===== config.mk =====
export PLATFORM = sky130hd
export DESIGN_NAME = neuron_seq_ctrl
export DESIGN_NICKNAME = d
export VERILOG_FILES = /design/src/rtl/neuron_seq_ctrl.sv
export SDC_FILE = /design/constraint.sdc
export NUM_CORES = 1
export LEC_CHECK = 0
export ABC_AREA = 1
export BUFFER_PORTS_ARGS = -buffer_cell sky130_fd_sc_hd__buf_2
export CAP_MARGIN = 20
export CORE_UTILIZATION = 44
export CTS_CLUSTER_DIAMETER = 30
export DETAILED_ROUTE_END_ITERATION = 7
export PLACE_DENSITY = 0.81
export SETUP_SLACK_MARGIN = 0.1
export SLEW_MARGIN = 25
export SYNTH_ARGS = -nofsm -noshare
export SYNTH_HDL_FRONTEND = slang
export SYNTH_SLANG_ARGS = --single-unit

===== constraint.sdc =====
create_clock -name clock -period 1.8 [get_ports clock]
set_clock_uncertainty 0.15 [all_clocks]
set_input_delay 0.09 -clock clock [delete_from_list [all_inputs] [get_ports clock]]
set_output_delay 0.09 -clock clock [all_outputs]
set_load 0.1 [all_outputs]

===== src/rtl/neuron_seq_ctrl.sv =====
// Layer sequencer for one time-shared neuron (processing element + ReLU).
// For each output neuron it streams N_INPUTS weight/activation pairs and the
// bias from the on-chip RAMs into the neuron. It then waits for the ReLU
// result and writes that result to the output activation RAM at the neuron
// index. A layer ends with a one-cycle done pulse. If relu_done does not
// arrive within TIMEOUT cycles of the last pair, the layer aborts and the
// sticky err flag is set.
//
// Cycle timeline for one neuron (start accepted at the end of cycle 0):
//   cycles 1..N_INPUTS : FETCH. Addresses and mem_rd_en are on the RAM ports.
//   cycles 2..N_INPUTS+1 : pairs are on w/x. The head and the bias are in
//                          cycle 2. Cycle N_INPUTS+1 is DRAIN.
//   WAIT_DONE : lasts until relu_done arrives or the timeout expires.
//   WRITE : one cycle with res_we high.
// The RAMs return read data for the address currently on the bus, and the
// controller registers that data onto the neuron ports. Each pair therefore
// reaches the neuron one cycle after its address.
module neuron_seq_ctrl #(
  parameter int N_INPUTS  = 784,
  parameter int N_NEURONS = 10,
  parameter int W_AW      = 13,
  parameter int X_AW      = 10,
  parameter int N_AW      = 4,
  parameter int TIMEOUT   = 64
) (
  input  logic            clock,
  input  logic            reset,
  input  logic            start,
  output logic            busy,
  output logic            done,
  output logic            err,
  output logic [W_AW-1:0] w_addr,
  output logic [X_AW-1:0] x_addr,
  output logic [N_AW-1:0] b_addr,
  output logic            mem_rd_en,
  input  logic [31:0]     w_rdata,
  input  logic [31:0]     x_rdata,
  input  logic [31:0]     b_rdata,
  output logic [31:0]     w_ctrl2neuron,
  output logic [31:0]     x_ctrl2neuron,
  output logic [31:0]     b_ctrl2neuron,
  output logic            head_ctrl2neuron,
  input  logic [31:0]     relu_out_neuron2ctrl,
  input  logic            relu_done_neuron2ctrl,
  output logic            res_we,
  output logic [N_AW-1:0] res_addr,
  output logic [31:0]     res_data
);

  // Counter widths. Each counter keeps at least one bit so that the
  // degenerate N_INPUTS=1 / N_NEURONS=1 cases still elaborate.
  localparam int I_W = (N_INPUTS  > 1) ? $clog2(N_INPUTS)  : 1;
  localparam int N_W = (N_NEURONS > 1) ? $clog2(N_NEURONS) : 1;
  localparam int T_W = $clog2(TIMEOUT + 1);

  localparam logic [I_W-1:0]  I_LAST = I_W'(N_INPUTS - 1);
  localparam logic [N_W-1:0]  N_LAST = N_W'(N_NEURONS - 1);
  localparam logic [T_W-1:0]  T_LAST = T_W'(TIMEOUT - 1);
  localparam logic [W_AW-1:0] W_STEP = W_AW'(N_INPUTS);

  typedef enum logic [2:0] {
    IDLE,
    FETCH,
    DRAIN,
    WAIT_DONE,
    WRITE
  } state_t;

  state_t          state;
  logic [I_W-1:0]  i;      // input index of the address on the bus
  logic [N_W-1:0]  n;      // current output neuron
  logic [W_AW-1:0] wbase;  // first weight address of neuron n (running sum, no multiplier)
  logic [T_W-1:0]  tcnt;   // cycles since the last pair left the controller

  // Sequencer FSM with all outputs registered. done, res_we and head are
  // single-cycle strobes: each defaults to 0 and is raised only where needed.
  // NOTE: every state element here uses non-blocking assignment. The FSM
  // then reads the pre-edge values of i, n and wbase throughout the block,
  // independent of statement order.
  always_ff @(posedge clock) begin
    if (reset) begin
      state            <= IDLE;
      i                <= '0;
      n                <= '0;
      wbase            <= '0;
      tcnt             <= '0;
      busy             <= 1'b0;
      done             <= 1'b0;
      err              <= 1'b0;
      w_addr           <= '0;
      x_addr           <= '0;
      b_addr           <= '0;
      mem_rd_en        <= 1'b0;
      w_ctrl2neuron    <= '0;
      x_ctrl2neuron    <= '0;
      b_ctrl2neuron    <= '0;
      head_ctrl2neuron <= 1'b0;
      res_we           <= 1'b0;
      res_addr         <= '0;
      res_data         <= '0;
    end else begin
      done             <= 1'b0;
      res_we           <= 1'b0;
      head_ctrl2neuron <= 1'b0;

      case (state)
        IDLE: begin
          if (start) begin
            state     <= FETCH;
            i         <= '0;
            n         <= '0;
            wbase     <= '0;
            err       <= 1'b0;
            busy      <= 1'b1;
            mem_rd_en <= 1'b1;
            w_addr    <= '0;
            x_addr    <= '0;
            b_addr    <= '0;
          end
        end

        FETCH: begin
          // The RAM data for address i moves to the neuron ports in the
          // next cycle. The bias is latched with the first pair and then
          // held until the next head.
          w_ctrl2neuron <= w_rdata;
          x_ctrl2neuron <= x_rdata;
          if (i == '0) begin
            head_ctrl2neuron <= 1'b1;
            b_ctrl2neuron    <= b_rdata;
          end
          if (i == I_LAST) begin
            state     <= DRAIN;
            mem_rd_en <= 1'b0;
            tcnt      <= '0;
          end else begin
            i      <= i + 1'b1;
            w_addr <= wbase + W_AW'(i) + W_AW'(1);
            x_addr <= X_AW'(i) + X_AW'(1);
          end
        end

        DRAIN: begin
          // The last pair is on the ports during this cycle. Blank w/x
          // after it so that the neuron sees zeros outside the stream.
          w_ctrl2neuron <= '0;
          x_ctrl2neuron <= '0;
          tcnt          <= tcnt + 1'b1;
          state         <= WAIT_DONE;
        end

        WAIT_DONE: begin
          // If relu_done and timeout expiry land in the same cycle, the
          // result is taken.
          if (relu_done_neuron2ctrl) begin
            res_we   <= 1'b1;
            res_addr <= N_AW'(n);
            res_data <= relu_out_neuron2ctrl;
            state    <= WRITE;
          end else if (tcnt >= T_LAST) begin
            err   <= 1'b1;
            done  <= 1'b1;
            busy  <= 1'b0;
            state <= IDLE;
          end else begin
            tcnt <= tcnt + 1'b1;
          end
        end

        WRITE: begin
          if (n == N_LAST) begin
            done  <= 1'b1;
            busy  <= 1'b0;
            state <= IDLE;
          end else begin
            // The first address of the next neuron goes out in the cycle
            // right after the write, so the neurons run back to back.
            n         <= n + 1'b1;
            wbase     <= wbase + W_STEP;
            i         <= '0;
            mem_rd_en <= 1'b1;
            w_addr    <= wbase + W_STEP;
            x_addr    <= '0;
            b_addr    <= N_AW'(n) + N_AW'(1);
            state     <= FETCH;
          end
        end

        default: state <= IDLE;
      endcase
    end
  end

endmodule


# Word-level counts from Yosys, hierarchy flattened
# Cells that the tools add are included.
# W data, S select, Z words.
# op_classes
addsub	6
n_lt_le_gt_ge	1
eq_ne	15
muxes	42
bitwise	2
n_reduce_logical	19
# ops
op	count
$pmux W32 S2	2
$mux W13	3
$pmux W13 S3	1
$mux W10	3
$pmux W10 S3	1
$pmux W13 S2	1
$mux W7	3
$pmux W7 S3	1
$ne A2 B2 Y1 const B	8
$reduce_and A4 Y1	4
$mux W1	15
$pmux W3 S5	1
$add A13 B1 Y13 const B	1
$add A13 B10 Y13	1
$add A13 B10 Y13 const B	1
$mux W3	4
$add A10 B1 Y10 const B	1
$eq A10 B10 Y1 const B	1
$logic_not A10 Y1	1
$reduce_bool A3 Y1	3
$mux W4	2
$pmux W4 S2	1
$add A7 B1 Y7 const B	1
$ge A7 B6 Y1 const B	1
other kinds (15)	24
# totals
regBits	188
input_bits	132

# Depth between registers and ports, before layout
# logic_depth
word_depth	4
ltp_mapped	11

# Least setup slack after synthesis
# No wires, ideal clock.
# synth_timing
path_type	reg2reg
from	register n[1]
to	register i[5]
setup_time_ns	0.123
t_arrival_ns	2.243
required_ns	1.527
path_slack_ns	-0.716
path_stages_with_launch	12
period_less_slack_ns	2.516
path_cell_list	dfxtp_1 inv_1 ha_1 nand3_1 nor2_2 nor2_4 nand2_1 nor2_2 buf_4 nand3_1 nand2_1 nor2_1
# synth_between
elab_chain_len	3
# synth_lines
item	line_no	text
start: declaration	71	logic [N_W-1:0] n;
start signal: assignment	178	n <= n + 1'b1;
$eq A4 B4 Y1	171	if (n == N_LAST) begin
$ne A2 B2 Y1 (no source line)	n/a	
$reduce_and A4 Y1 (no source line)	n/a	
end signal: assignment	137	i <= i + 1'b1;
end: declaration	70	logic [I_W-1:0] i;
# No other way between the ends.
# A chain may end at the register's enable or synchronous reset.

# Worst setup path after layout
# layout_timing
from	register i[4]
to	register w_addr[11]
# layout_between
elab_chain_len	4
# layout_lines
item	line_no	text
$add A13 B10 Y13	138	w_addr <= wbase + W_AW'(i) + W_AW'(1);
$add A13 B1 Y13	138	
$mux W13	132	if (i == I_LAST) begin
$pmux W13 S3	106	case (state)
end signal: assignment	138	
end signal: assignment	182	w_addr <= wbase + W_STEP;
end: declaration	32	output logic [W_AW-1:0] w_addr,
# Parallel ways exist; a longest one is shown, timed or not. The select of a mux whose other input is x is not followed.

==> results by stage <==
Timing:
- Setup repair after global routing could not meet its margin everywhere.
- The worst path in the final design needs a cycle of 1780 ps, including I/O delays and setup.
- Derived from the worst setup path, the maximum achievable clock frequency is 563 MHz.
- Across all setup checks in the final design, the least slack found is approximately 24 ps.
- Setup violations remaining at the end of the flow were counted as 0.
- The normalized max-slew margin is 0.509.
- The final number of max-transition violations came to 0.
- On the final layout, the worst hold slack is about 19 ps.
- The final count of hold timing violations was 0.
- The final period utilization is 0.987.
- The worst-margin pin slew is around 740 ps.

Floorplanning:
- The die width is roughly 130 um.
- Row generation in the floorplan step produced 48 rows.
- The initial utilization of the core area, before any placement, comes to 0.448.
- The region available for standard cell placement spans 17200 um2.
- The total die area is 18100 um2.
- The number of top-level design ports is a little under 300.
- Measured along the y axis, the die boundary spans between 100 and 150 um.

Final layout:
- The count of filler cells inserted in the layout is 1097.
- From synthesis to final layout, the design area changed by 65.5%.
- The share of the core filled with cells is 0.741.
- The number of nets in the layout is 1647.
- Of the cells placed in the final design, the portion with a size suffix greater than 1 is 0.373.
- The leading cell type in the layout, fill and taps excluded is buf_2.
- The repair_antennas step left the layout with diodes totalling 0.
- The library cells used most frequently in the layout, excluding fill and tap cells, are 295 x buf_2, 197 x nand2_1, 158 x dfxtp_1.

Worst setup path:
- The worst setup path is captured at a flip-flop.
- In this run the register-to-register setup slack is 20 ps.
- At the worst endpoint, the arrival time is approximately 1900 ps.
- The type of origin of the critical path is a flip-flop.
- The worst register-to-register path begins at i[4].
- The end of the worst register-to-register path is w_addr[11].
- By startpoint and endpoint, the worst setup path is classified as reg -> reg.
- In this run the worst path has a maximum fanout of 6.
- The required time at the endpoint of the critical path is 1930 ps.
- Measured in cells, the most critical reg-to-reg path has a length of 10.

Logic synthesis:
- The post-synthesis share of cell area spent on full adders, half adders and majority gates is 0.0195.
- The net count after synthesis is about 1200.
- The count of cell types in the netlist is 34.
- After technology mapping, the gate count stands at approximately 1100.
- The average footprint of a synthesized cell is about 7.3 um2.
- Of the total synthesized cell area, the portion taken by XOR and XNOR cells is 0.00340.
- The flop and latch count out of synthesis is 184.
- Measured against the total synthesized area, the mux share comes to 0.
- After synthesis the cells add up to 7720 um2.
- The complex-gate fraction of the synthesized area was 0.161.
- The main combinational cell family by area after synthesis is simple AND/OR/NAND/NOR gates.
- The proportion of synthesized chip area in sequential cells is 0.477.
- Of the total synthesized cell area, the portion taken by AND, OR, NAND and NOR gates is 0.262.
- During synthesis, Yosys emitted a total of 0 warnings.

Clocking:
- The number of clock sinks is 184.
- TritonCTS built the clock tree.
- Clock tree synthesis inserted a total of 17 buffers.
- The root buffer cell is clkbuf_16.
- The H-tree depth is 4.
- The number of buffers on the longest clock path is 2.
- The clock network latency to the later pin of the worst-skew pair is 430 ps.
- After clock tree synthesis, the clock-pin slew on the worst setup and hold paths is 80 ps.

Power and ir drop:
- For this design the static power due to leakage is about 5.7 nW.
- Power spread over the standard cell area amounts to 1050 nW/um2.
- The largest vdd supply drop is 0.726 mV.

Place:
- The count of port buffers added during placement is 296.
- The post-detailed-placement half-perimeter wirelength is between 15000 and 20000 um.
- The worst-case setup slack after placement is 12.5 ps.
- Routability-driven placement finished with a final weighted congestion of about 0.9.

Routing:
- In the routed layout, each cell is associated on average with a via count of 5.48.
- The mean routed wirelength per cell is 17.8 um.
- For this run, design rule violations remaining after detail routing come to 0.
- The first routing iteration left about 720 violations.
- The count of nets left with antenna violations after detail routing is 0.
- The total length of routed wires is 31000 um.
- Before antenna repair, the detailed router went through 5 iterations.
- The routed layout has 9541 vias.

Global routing:
- The global routing met3 resource utilization is 0.0756.
- In the global route stage, met1 resource usage came out at 0.332.
- The met2 capacity usage during global routing is 0.521.
- Across every metal layer, demand over resource in global routing totals 0.296.
- The pin count of the biggest net entering global routing is 126.
- met2 is the most crowded layer.
- The via count of the first global-routing pass is between 8000 and 9000.
- The first global-routing pass estimated 42900 um of wire.
- The total grt overflow is 0.
- The number of antenna violations at the first check in global routing is 0.

Outcome:
- The run finished with clean final reports.

Min path:
- In this run the most critical hold path is launched from reset.
- The class of the tightest hold or removal check is in -> reg.
- For hold timing, the worst endpoint is wbase[6].
- Along the worst hold path, the cell count comes to 4.

Job:
- The max capacitance violation total is 0.
[per-layer routing]
layer | part of all wire | vias up
met1 | 0.37 | 4427
met2 | 0.50 | 595
met4 | 0.043 | 0
li1 | - | 4400
met5 | 0 | -
met3 | 0.088 | 119
[logic make-up after synthesis]
| family | after synthesis |
|---|---|
| compound gates | 240 |
| fa+ha+maj | 12 |
| buf+inv | 150 |
| simple gates | 465 |
| flops | 184 |
| xor+xnor | 3 |
[flip-flops by register name (all words and copies together) (netlist names), 3 cells and up]
name / count
b_ctrl2neuron: 32
state: 3
tcnt: 7
x_ctrl2neuron: 32
wbase: 9
w_ctrl2neuron: 32
i: 10
n: 4
w_addr: 13
res_data: 32
res_addr: 4
[worst max-delay path by stage]
stage / startpoint / to / slack [ps]
after floorplan: n[1] / i[5] / -5
after global placement: state[2] / x_ctrl2neuron[2] / 10
after detailed placement: state[2] / x_ctrl2neuron[2] / 10
after CTS: state[1] / x_ctrl2neuron[2] / 80
after global routing: i[4] / w_addr[11] / -90
final: i[4] / w_addr[11] / 20
[synthesized netlist by cell type]
master    count  area, um2
clkbuf_1     36        135
a22oi_1       2       15.0
a21oi_1     167        836
clkinv_1      2       7.51
nor2_1       57        214
o21ai_0      50        250
or2_2         5       31.3
nor3b_1       2       15.0
o211ai_1      1       7.51
buf_4         1       7.51
o21a_1        1       7.51
nand2_2       3       18.8
xor2_1        3       26.3
nand3b_1      1       7.51
o22ai_1       7       43.8
a21oi_4       1       16.3
and2_1        1       6.26
nand2_1     223        837
nand4_1       4       25.0
ha_1         12        150
dfxtp_1     184       3680
buf_2        22        110
nor3_2        1       10.0
o21ai_1       7       35.0
nor3_1        7       35.0
o21bai_1      1       7.51
a31oi_1       1       6.26
inv_1        79        297
a21o_1        2       15.0
nand3_1     155        776
buf_1         7       26.3
nor2_4        2       22.5
inv_2         3       11.3
nor2_2        4       25.0
[what timing repair did]
| item | CTS | global route |
|---|---|---|
| pin swaps | 8 | 35 |
| gates cloned | 3 | 8 |
| hold endpoints to repair | 131 | 0 |
| endpoints found under the setup margin | 109 | 167 |
| hold buffers | 129 | 0 |
| gates resized for setup | 25 | 184 |
| buffers inserted | 8 | 8 |
[through the flow]
stage / area (um2) / total power [mW] / instances / setup TNS, ps
3_5_place_dp: 9810 / 8.79 / 1553 / 0
4_1_cts: 11900 / 12.8 / 1725 / 0
3_3_place_gp: 9810 / 8.75 / 1553 / 0
2_1_floorplan: 7890 / 7.93 / 1054 / -4.89
5_1_grt: 12800 / 13.8 / 1741 / -200
6_report: 12800 / 13.4 / 1741 / 0
[report_power, final]
part / switching (mW) / leakage (nW) / internal (mW) / total, mW
Sequential: 0.209 / 1.52 / 4.39 / 4.60
Combinational: 3.74 / 3.87 / 1.35 / 5.09
Clock: 1.80 / 0.282 / 1.92 / 3.72
Total: 5.75 / 5.67 / 7.66 / 13.4
[worst max-delay path: stages, from the launching register on]
cell	delay (ps)
dfxtp_4	380
ha_4	280
nand2_1	120
nor2_2	140
nand2_1	100
nand2_1	110
nand2_1	70
nand2_1	60
nand2_1	50
nand3_1	90
a21oi_1	70
[layout make-up]
class,count,area (um2),area share
clock buffer,19,454,0.0356
clock inverter,13,119,0.00931
inverter,84,329,0.0258
multi-input combinational,720,4130,0.324
sequential,184,3760,0.295
tap,225,282,0.0220
timing repair buffer,496,3690,0.289
Power figures use the tool's default switching activity.
